**src/rtl/btn_event_pkg.sv**
```systemverilog
// Shared definitions for the button event generator: per-button FSM state
// encoding, channel count and the bit offsets of each event group inside the
// 20-bit event / clear vector.
package btn_event_pkg;

   localparam int NUM_BTN = 4;

   // Event vector layout: [3:0] down, [7:4] up, [11:8] shrt, [15:12] long, [19:16] imm
   localparam int EVT_DOWN_OFS = 0;
   localparam int EVT_UP_OFS   = 4;
   localparam int EVT_SHRT_OFS = 8;
   localparam int EVT_LONG_OFS = 12;
   localparam int EVT_IMM_OFS  = 16;
   localparam int EVT_W        = 20;

   typedef enum logic [2:0] {
      ST_IDLE      = 3'd0,
      ST_PRESS_DB  = 3'd1,
      ST_HELD      = 3'd2,
      ST_LONG_HELD = 3'd3,
      ST_REL_DB    = 3'd4
   } btn_state_t;

   // Largest of the three timing parameters; sets the shared counter width.
   function automatic int max3(input int a, input int b, input int c);
      int m;
      m = a;
      if (b > m) m = b;
      if (c > m) m = c;
      return m;
   endfunction

endpackage

```
**src/rtl/btn_event_chan.sv**
```systemverilog
// One button channel: synchronizer, debounce / hold FSM, counters and the
// sticky event flags with rising-edge software clear.
// Optional feature: define BTN_EVENT_AUTOREPEAT_EN to re-set the long flag
// every REPEAT_CYC cycles while the button stays held past LONG_CYC.
//
// state        | meaning
// -------------+--------------------------------------------------------
// ST_IDLE      | button released and debounced
// ST_PRESS_DB  | press seen, counting stable pressed cycles
// ST_HELD      | debounced press, counting toward the long threshold
// ST_LONG_HELD | long threshold reached, optional auto-repeat running
// ST_REL_DB    | release seen, counting stable released cycles
module btn_event_chan
   import btn_event_pkg::*;
#(
   parameter int DEBOUNCE_CYC   = 1000000,
   parameter int LONG_CYC       = 100000000,
   parameter int REPEAT_CYC     = 20000000,
   parameter int BTN_ACTIVE_LOW = 1
) (
   input  logic       aclk,
   input  logic       aresetn,
   input  logic       pin,
   input  logic [3:0] clr,       // {long, shrt, up, down}
   output logic       down,
   output logic       up,
   output logic       shrt,
   output logic       long_evt,
   output logic       imm
);

   localparam int CW = $clog2(max3(DEBOUNCE_CYC, LONG_CYC, REPEAT_CYC)) + 1;
   localparam logic [CW-1:0] DB_TC   = CW'(DEBOUNCE_CYC - 1);
   localparam logic [CW-1:0] LONG_TC = CW'(LONG_CYC - 1);
`ifdef BTN_EVENT_AUTOREPEAT_EN
   localparam logic [CW-1:0] REP_TC  = CW'(REPEAT_CYC - 1);
`endif

   // The inversion is a constant wire, so the synchronizer carries the
   // "pressed" sense and its reset value of 0 reads as released.
   logic          pin_pressed;
   logic [1:0]    sync_q;
   logic          pressed;
   logic [3:0]    clr_q;
   logic [3:0]    clr_rise;

   btn_state_t    state;
   logic [CW-1:0] cnt_db;
   logic [CW-1:0] cnt_hold;
   logic          long_done;
`ifdef BTN_EVENT_AUTOREPEAT_EN
   logic [CW-1:0] cnt_rep;
`endif

   assign pin_pressed = (BTN_ACTIVE_LOW != 0) ? ~pin : pin;
   assign pressed     = sync_q[1];
   assign clr_rise    = clr & ~clr_q;

   // Two-flop synchronizer for the asynchronous pin.
   always_ff @(posedge aclk or negedge aresetn) begin
      if (!aresetn) begin
         sync_q <= '0;
      end else begin
         sync_q <= {sync_q[0], pin_pressed};
      end
   end

   // Previous clear levels, for rising-edge detection.
   always_ff @(posedge aclk or negedge aresetn) begin
      if (!aresetn) begin
         clr_q <= '0;
      end else begin
         clr_q <= clr;
      end
   end

   // Button FSM with counters and sticky flags; the FSM sets are written
   // after the clears so a set on the same edge wins.
   always_ff @(posedge aclk or negedge aresetn) begin
      if (!aresetn) begin
         state     <= ST_IDLE;
         cnt_db    <= '0;
         cnt_hold  <= '0;
         long_done <= 1'b0;
         down      <= 1'b0;
         up        <= 1'b0;
         shrt      <= 1'b0;
         long_evt  <= 1'b0;
         imm       <= 1'b0;
`ifdef BTN_EVENT_AUTOREPEAT_EN
         cnt_rep   <= '0;
`endif
      end else begin
         if (clr_rise[0]) down     <= 1'b0;
         if (clr_rise[1]) up       <= 1'b0;
         if (clr_rise[2]) shrt     <= 1'b0;
         if (clr_rise[3]) long_evt <= 1'b0;

         case (state)
            ST_IDLE: begin
               if (pressed) begin
                  state  <= ST_PRESS_DB;
                  cnt_db <= '0;
               end
            end

            ST_PRESS_DB: begin
               if (!pressed) begin
                  state <= ST_IDLE;
               end else if (cnt_db == DB_TC) begin
                  state     <= ST_HELD;
                  down      <= 1'b1;
                  imm       <= 1'b1;
                  cnt_hold  <= '0;
                  long_done <= 1'b0;
               end else if (cnt_db != '1) begin
                  cnt_db <= cnt_db + 1'b1;
               end
            end

            ST_HELD: begin
               if (!pressed) begin
                  state  <= ST_REL_DB;
                  cnt_db <= '0;
               end else if (cnt_hold == LONG_TC) begin
                  state     <= ST_LONG_HELD;
                  long_evt  <= 1'b1;
                  long_done <= 1'b1;
`ifdef BTN_EVENT_AUTOREPEAT_EN
                  cnt_rep   <= '0;
`endif
               end else if (cnt_hold != '1) begin
                  cnt_hold <= cnt_hold + 1'b1;
               end
            end

            ST_LONG_HELD: begin
               if (!pressed) begin
                  state  <= ST_REL_DB;
                  cnt_db <= '0;
               end
`ifdef BTN_EVENT_AUTOREPEAT_EN
               else if (cnt_rep == REP_TC) begin
                  long_evt <= 1'b1;
                  cnt_rep  <= '0;
               end else if (cnt_rep != '1) begin
                  cnt_rep <= cnt_rep + 1'b1;
               end
`endif
            end

            ST_REL_DB: begin
               if (pressed) begin
                  // Bounce during release: resume where the hold left off.
                  state <= long_done ? ST_LONG_HELD : ST_HELD;
               end else if (cnt_db == DB_TC) begin
                  state <= ST_IDLE;
                  up    <= 1'b1;
                  imm   <= 1'b0;
                  if (!long_done) shrt <= 1'b1;
               end else if (cnt_db != '1) begin
                  cnt_db <= cnt_db + 1'b1;
               end
            end

            default: begin
               state <= ST_IDLE;
            end
         endcase
      end
   end

endmodule

```
**src/rtl/btn_event_gen.sv**
```systemverilog
// Four-button event generator: one independent btn_event_chan per pin, with
// the sticky flags and live level gathered into per-event output vectors.
// Optional feature: define BTN_EVENT_AUTOREPEAT_EN for long-press auto-repeat.
module btn_event_gen
   import btn_event_pkg::*;
#(
   parameter int DEBOUNCE_CYC   = 1000000,
   parameter int LONG_CYC       = 100000000,
   parameter int REPEAT_CYC     = 20000000,
   parameter int BTN_ACTIVE_LOW = 1
) (
   input  logic               aclk,
   input  logic               aresetn,
   input  logic [NUM_BTN-1:0] btn_pin,
   input  logic [EVT_W-1:0]   evt_clr,
   output logic [NUM_BTN-1:0] btn_down,
   output logic [NUM_BTN-1:0] btn_up,
   output logic [NUM_BTN-1:0] btn_shrt,
   output logic [NUM_BTN-1:0] btn_long,
   output logic [NUM_BTN-1:0] btn_imm
);

   // imm is a live level, so its clear bits have no effect.
   logic unused_clr_imm;
   assign unused_clr_imm = ^evt_clr[EVT_IMM_OFS +: NUM_BTN];

   for (genvar i = 0; i < NUM_BTN; i++) begin : g_chan
      btn_event_chan #(
         .DEBOUNCE_CYC   (DEBOUNCE_CYC),
         .LONG_CYC       (LONG_CYC),
         .REPEAT_CYC     (REPEAT_CYC),
         .BTN_ACTIVE_LOW (BTN_ACTIVE_LOW)
      ) u_chan (
         .aclk     (aclk),
         .aresetn  (aresetn),
         .pin      (btn_pin[i]),
         .clr      ({evt_clr[EVT_LONG_OFS + i], evt_clr[EVT_SHRT_OFS + i],
                     evt_clr[EVT_UP_OFS + i],   evt_clr[EVT_DOWN_OFS + i]}),
         .down     (btn_down[i]),
         .up       (btn_up[i]),
         .shrt     (btn_shrt[i]),
         .long_evt (btn_long[i]),
         .imm      (btn_imm[i])
      );
   end

endmodule

```
**config.mk**
```make
export PLATFORM = sky130hd
export DESIGN_NAME = btn_event_gen
export DESIGN_NICKNAME = d
export VERILOG_FILES = /design/src/rtl/btn_event_pkg.sv /design/src/rtl/btn_event_chan.sv /design/src/rtl/btn_event_gen.sv
export SDC_FILE = /design/constraint.sdc
export NUM_CORES = 1
export LEC_CHECK = 0
export CAP_MARGIN = 20
export CORE_MARGIN = 5
export CORE_UTILIZATION = 65
export CTS_CLUSTER_SIZE = 30
export DETAILED_ROUTE_END_ITERATION = 16
export PLACE_DENSITY = 0.83
export SYNTH_ARGS = -nofsm -noshare
export SYNTH_HDL_FRONTEND = slang
export SYNTH_SLANG_ARGS = --single-unit
```
**constraint.sdc**
```tcl
create_clock -name aclk -period 5.5 [get_ports aclk]
set_clock_uncertainty 0.15 [all_clocks]
set_input_delay 1.65 -clock aclk [delete_from_list [all_inputs] [get_ports aclk]]
set_output_delay 1.65 -clock aclk [all_outputs]
set_load 0.05 [all_outputs]
```
==> results of run 1 <==
[layer usage]
metal | vias to the layer above | GRT usage [%] | routed length, µm
met5 | - | 0 | 0
met4 | 0 | 7.375 | 879
met3 | 86 | 3.246 | 2148
met2 | 565 | 45.77 | 19030
met1 | 7230 | 37.18 | 16890
li1 | 7063 | - | -
[state kept, by name (all words and copies together), names as in the netlist]
name                     count
g_chan.u_chan.state         12
g_chan.u_chan.long_evt       4
g_chan.u_chan.cnt_db       112
g_chan.u_chan.long_done      4
g_chan.u_chan.sync_q         8
g_chan.u_chan.up             4
g_chan.u_chan.down           4
g_chan.u_chan.cnt_hold     112
g_chan.u_chan.shrt           4
g_chan.u_chan.imm            4
g_chan.u_chan.clr_q         16
[cells in the final DEF, fill, tap and decap left out, types with 10 or more instances in the layout]
master	count
a211o_1	12
a21o_1	12
a21oi_1	80
a31oi_1	51
and2_1	20
and3_1	59
and4_1	25
buf_4	10
clkbuf_16	31
clkdlybuf4s50_1	40
dfrtp_1	284
inv_1	54
nand2_1	200
nand2b_1	17
nand3_1	138
nand4_1	62
nor2_1	113
nor3_1	40
nor4_1	37
nor4b_1	20
o211ai_1	27
o21a_1	13
o21ai_0	123
o21ai_1	67
o311ai_0	20
o31ai_1	67
o41ai_1	19
or3_1	18
or4_1	25
[through the flow]
step                      hold WS, ns  std cells  power [µW]  utilization [%]  instance area (µm²)
after floorplan                0.1812       1879        2258                -                16340
after global placement         0.1830       2138        2345            66.76                16660
after detailed placement       0.1855       2138        2352            66.76                16660
after CTS                      0.1979       2188        4273            70.46                17590
after global routing           0.2116       2189        4389            70.52                17610
final                          0.1903       2189        4241            70.52                17610
[synthesized netlist by cell type (13+ instances only)]
cell      number  area, µm²
nand2_1      200      750.7
o211ai_1      27      202.7
o21a_1        13      97.59
o31ai_1       67      503.0
dfrtp_1      284       7107
clkbuf_1      55      206.5
a31oi_1       51      319.1
or4_1         25      187.7
and2_1        20      125.1
buf_4         21      157.7
o21ai_1       67      335.3
and4_1        25      219.0
nand2b_1      17      106.4
nand3_1      138      690.7
o21ai_0      123      615.6
nor4b_1       20      175.2
and3_1        59      369.1
nor3_1        40      200.2
nor4_1        37      231.5
o41ai_1       19      166.4
o311ai_0      20      175.2
a21oi_1       81      405.4
inv_1         54      202.7
or3_1         18      112.6
buf_2         42      210.2
nor2_1       113      424.2
nand4_1       62      387.9
[cell families after synthesis]
family / Yosys count / share of synthesized area [%]
xor gates and xnor gates: 6 / 0.3217
adders and majority gates: 8 / 0.6127
buffers and inverters: 178 / 5.078
and+or+nand+nor: 838 / 27.96
DFF: 284 / 43.50
muxes: 6 / 0.3676
AOI/OAI and AO/OA: 559 / 22.16
[power groups by stage]
stage,Combinational [µW],Sequential [µW],Clock (µW)
3_5_place_dp,182,2170,0
2_1_floorplan,98.7,2160,0
3_3_place_gp,177,2170,0
6_report,181,2130,1930
5_1_grt,206,2130,2050
4_1_cts,183,2130,1960
[final timing paths]
| check | startpoint | endpoint | slack, ns | depth (start not counted) |
|---|---|---|---|---|
| min in group asynchronous | aresetn | g_chan[3].u_chan.cnt_db[8] | 0.95 | 1 |
| max reg2reg | g_chan[2].u_chan.state[2] | g_chan[2].u_chan.cnt_hold[18] | 2.04 | 6 |
| min reg2reg | g_chan[0].u_chan.sync_q[0] | g_chan[0].u_chan.sync_q[1] | 0.19 | 0 |
| max | g_chan[3].u_chan.imm | btn_imm[3] | 1.89 | 1 |
| max in group asynchronous | aresetn | g_chan[0].u_chan.up | 3.26 | 2 |
| min | g_chan[0].u_chan.sync_q[0] | g_chan[0].u_chan.sync_q[1] | 0.19 | 0 |
[layout make-up]
type	count	area, µm²	share of cell area (%)
clock buffers	43	890.9	5.060
clock inverters	7	35.03	0.1990
inverters	54	202.7	1.151
multi-input cells	1417	8412	47.78
flip-flops and latches	284	7107	40.37
well taps	330	412.9	2.345
repair buffers	54	545.5	3.099
==> summary.md, run 1 <==
| Metric | Value |
|---|---|
| Status | `finished, final reports clean` |
| Final Setup Violations | `0` |
| Via density | `between 6 and 7` |
| Startpoint types | `flop` |
| DIE AREA | `between 20000 and 30000 µm²` |
| Initial DRC Count | `between 1500 and 2000` |
| Slowest cell on crit path | `clkdlybuf4s50_1` |
| Largest net degree at the start of global routing | `96` |
| Worst Slack Setup Final | `1.892 ns` |
| Sequential fraction of the synthesis area | `43.50%` |
| Share of layout cells above drive strength 1 | `5.272%` |
| Total negative slack | `0 ns` |
| Wirelength per Cell | `roughly 18 µm` |
| Net Switching | `a little under 1000 µW` |
| Core area | `24960 µm²` |
| CTS tree | `yes` |
| MaxCap Viol Count | `0` |
| PwrDens | `240.9 nW/µm²` |
| GRT Total Usage | `27.00%` |
| RSZ-0062 raised after global routing | `no` |
| Worst Tran Pin Value | `1.129 ns` |
| Syn-to-layout area delta | `7.766%` |
| LEAKAGE | `0.007324 µW` |
| Final Net Count | `between 1500 and 2000` |
| Tmin final | `between 3 and 4 ns` |
| Total gr overflow | `0` |
| Rel. slew slack | `24.58%` |
| Worst-path clk slew | `0.06 ns` |
| Synth warn | `0` |
| Synth Cell Area | `16340 µm²` |
| Max clock buf depth | `3` |
| HP Class | `reg -> reg` |
| Post-Route WL | `38.95 mm` |
| Vias in the first global route | `13950` |
| Crit Path Max Fanout | `3` |
| Period utilization | `around 66%` |
| Req. time, crit path | `around 3.7 ns` |
| Ys flop type | `dfrtp_1` |
| Die Height | `168.5 µm` |
| Final max-slew violation count | `0` |
| Critical-path cell list | `clkdlybuf4s50_1` |
| Layout fillers | `around 2000` |
| Post-synthesis register bit count | `284` |
| Chip Width | `between 150 and 200 µm` |
| Initial antenna violation count | `0` |
| FP Rows | `58` |
| Clock latency on the worst-skew pair | `0.56 ns` |
| Netlist cell types | `81` |
| DR DRC count | `0` |
| Sequential power share | `50.3%` |
| Hold Vio Cnt, Final | `0` |
| Clock Sinks | `284` |
| Initial Util | `65.44%` |
| Arrival @ worst endpoint | `1.81 ns` |
| DR vias | `14940` |
| Max VDD drop | `between 0.0003 and 0.0004 V` |
| DP Wirelength | `25.37 mm` |
| Clk network pwr share | `45.4%` |
| Critical Path End Type | `output pin` |
| Root buf cell | `clkbuf_16` |
| Fmax | `277.2 MHz` |
| CTS resizes | `0` |
| N_diodes | `0` |
| Num CTS Buffers | `30` |
| GPL Wtd Cong | `roughly 0.90` |
| # IOs | `46` |
| First drt pass iteration count | `5` |
| Slowest Stage Delay on Critical Path | `~0.84 ns` |
| Cts-stage hold buffer count | `0` |
| Mapped Cells | `1879` |
| DP Worst Slack | `2.069 ns` |
| Antenna viol nets, final | `0` |
| Combinational Power Share | `4.3%` |
| Post-CTS Setup Inserts | `0` |
| Number of flops mapped to enable cells by yosys | `0` |
| # port buffers | `41` |
| First-pass GRT wire length | `66.89 mm` |
| Depth of the CTS H-tree | `1` |
| Worst path bufs/invs | `1` |
| CP delay by family, top | `buffers and inverters` |
| Switching Share | `22.86%` |
| Critical path type | `reg -> out` |
| Ys async rst share | `100.0%` |
| Int Power | `3272 µW` |
| Syn avg cell area | `around 8.7 µm²` |
| Syn_nets | `1913` |
Power figures use the tool's default switching activity.
==> inputs of run 2 (changes only) <==
--- a/config.mk
+++ b/config.mk
@@ -7,10 +7,10 @@
 export LEC_CHECK = 0
 export CAP_MARGIN = 20
 export CORE_MARGIN = 5
-export CORE_UTILIZATION = 65
+export CORE_UTILIZATION = 57
 export CTS_CLUSTER_SIZE = 30
 export DETAILED_ROUTE_END_ITERATION = 16
-export PLACE_DENSITY = 0.83
+export PLACE_DENSITY = 0.77
 export SYNTH_ARGS = -nofsm -noshare
 export SYNTH_HDL_FRONTEND = slang
 export SYNTH_SLANG_ARGS = --single-unit
==> constraint.sdc (replaced) <==
create_clock -name aclk -period 3.2 [get_ports aclk]
set_clock_uncertainty 0.15 [all_clocks]
set_input_delay 0.96 -clock aclk [delete_from_list [all_inputs] [get_ports aclk]]
set_output_delay 0.96 -clock aclk [all_outputs]
set_load 0.05 [all_outputs]
==> run 2 against run 1 <==
Sequential share of layout area decreased by 1.2 points. Wire length increased by 2.2%. Sequential power increased by 72%. Die area increased by 13%. Final cell count increased by 4.1%. Count of clock-buffer cells in the layout increased by 6. Global-route usage decreased by 2.2 points. Cell area increased by 2.9%. Combinational power increased by 81%. Clock power increased by 110%. Via count increased by 0.50%. Power increased by 88%.
==> summary.md, run 2 (synthesized netlist as in run 1, its figures left out) <==
| Metric | Value |
|---|---|
| Depth of the CTS H-tree | `2` |
| Total negative slack | `0 ns` |
| Slowest cell on crit path | `clkdlybuf4s50_1` |
| Total gr overflow | `0` |
| Largest regs | `g_chan.u_chan.cnt_db: 112 flops, g_chan.u_chan.cnt_hold: 112 flops, g_chan.u_chan.clr_q: 16 flops` |
| N_diodes | `0` |
| Critical path type | `reg -> out` |
| Clock Sinks | `around 280` |
| Core area | `28470 µm²` |
| MaxCap Viol Count | `0` |
| Net Switching | `1761 µW` |
| GPL Wtd Cong | `around 0.92` |
| FP Rows | `62` |
| First drt pass iteration count | `5` |
| Post-Route WL | `39.82 mm` |
| Final Setup Violations | `0` |
| Max clock buf depth | `3` |
| Largest net degree at the start of global routing | `between 60 and 70` |
| Final Net Count | `between 1500 and 2000` |
| GRT Total Usage | `24.79%` |
| # port buffers | `41` |
| Crit Path Max Fanout | `2` |
| Critical Path End Type | `output pin` |
| Commonest cells after routing, fill and taps aside | `dfrtp_1 (284), nand2_1 (200), nand3_1 (138)` |
| Sequential power share | `46.0%` |
| Int Power | `6208 µW` |
| Initial Util | `57.38%` |
| Period utilization | `89.46%` |
| Hold Vio Cnt, Final | `0` |
| DIE AREA | `32150 µm²` |
| DR DRC count | `0` |
| LEAKAGE | `roughly 0.0076 µW` |
| Worst-path clk slew | `approximately 0.06 ns` |
| CTS tree | `yes` |
| PwrDens | `439.7 nW/µm²` |
| Wirelength per Cell | `17.48 µm` |
| Startpoint types | `flop` |
| First-pass GRT wire length | `slightly below 70 mm` |
| # IOs | `46` |
| Chip Width | `179.3 µm` |
| RSZ-0062 raised after global routing | `no` |
| Worst Tran Pin Value | `0.9274 ns` |
| Rel. slew slack | `37.94%` |
| Tmin final | `2.863 ns` |
| Num CTS Buffers | `34` |
| Antenna viol nets, final | `0` |
| Critical-path cell list | `clkdlybuf4s50_1` |
| Commonest non-fill, non-tap cell in the layout | `dfrtp_1` |
| Vias in the first global route | `14250` |
| Combinational Power Share | `4.1%` |
| HP Class | `in -> async` |
| Initial antenna violation count | `0` |
| Cts-stage hold buffer count | `0` |
| Worst path bufs/invs | `1` |
| Share of layout cells above drive strength 1 | `about 7%` |
| Root buf cell | `clkbuf_16` |
| Max VDD drop | `around 0.00041 V` |
| Arrival @ worst endpoint | `between 1.5 and 2 ns` |
| Syn-to-layout area delta | `10.94%` |
| Final max-slew violation count | `0` |
| Die Height | `179.3 µm` |
| Post-CTS Setup Inserts | `0` |
| Status | `finished, final reports clean` |
| Worst Hold Slack | `approximately 0.20 ns` |
| DP Wirelength | `26.22 mm` |
| R2r setup slk | `0.36 ns` |
| DR vias | `~15000` |
| Via density | `6.593` |
| Clk network pwr share | `about 50%` |
| CTS resizes | `0` |
| Fmax | `349.3 MHz` |
| Req. time, crit path | `2.09 ns` |
| Initial DRC Count | `1755` |
| Switching Share | `approximately 22%` |
| Clock latency on the worst-skew pair | `0.51 ns` |
| CP delay by family, top | `buffers and inverters` |
| Slowest Stage Delay on Critical Path | `0.83 ns` |
==> run 2: cell count changes in the layout (fill, tap and decap cells not counted), moves of 2 or more <==
cell | previous run | this run
clkinv_2 | 7 | 3
clkinvlp_4 | 0 | 2
buf_4 | 10 | 37
bufinv_16 | 0 | 3
clkbuf_16 | 31 | 37
==> run 2: through the flow <==
stage	instances	util, %	total power (µW)	cell area [µm²]	setup slack, ns
global route	2278	63.66	8244	18120	0.2037
detailed placement	2220	59.59	4058	16960	0.4204
CTS	2278	63.66	8053	18120	0.3005
finish	2278	63.66	7969	18120	0.3371
floorplan	1879	-	3882	16340	0.8323
global placement	2220	59.59	4048	16960	0.4348
==> run 2: path summary, 6_finish.rpt <==
| path | start | end | cells past startpoint |
|---|---|---|---|
| max in group asynchronous | aresetn | g_chan[2].u_chan.cnt_hold[19] | 2 |
| min in group aclk | g_chan[3].u_chan.sync_q[0] | g_chan[3].u_chan.sync_q[1] | 0 |
| max reg2reg | g_chan[3].u_chan.cnt_db[0] | g_chan[3].u_chan.cnt_hold[23] | 8 |
| min | aresetn | g_chan[1].u_chan.cnt_db[2] | 1 |
| max | g_chan[0].u_chan.shrt | btn_shrt[0] | 1 |
| min reg2reg | g_chan[3].u_chan.sync_q[0] | g_chan[3].u_chan.sync_q[1] | 0 |
==> run 2: final cells by class <==
| cell class | instances | area (µm²) |
|---|---|---|
| tap | 384 | 480.5 |
| clock inverter | 9 | 128.9 |
| multi-input combinational | 1417 | 8421 |
| inverter | 54 | 202.7 |
| clock buffer | 49 | 1031 |
| fill | 2353 | 10350 |
| timing repair buffer | 81 | 753.2 |
| sequential | 284 | 7107 |
==> run 2: power by group through the flow <==
stage	Clock, µW	Sequential (µW)	Combinational [µW]
global route	4200	3670	370
detailed placement	0	3730	328
global placement	0	3730	320
CTS	4060	3670	331
finish	3970	3670	327
floorplan	0	3710	170
==> run 2: metal layers <==
layer / global-route usage [%] / vias to the layer above / wire length (µm)
met5: 0 / - / 0
met4: 6.474 / 0 / 706
met3: 3.184 / 70 / 2055
met2: 40.79 / 464 / 18990
met1: 34.90 / 7359 / 18070
li1: - / 7125 / -
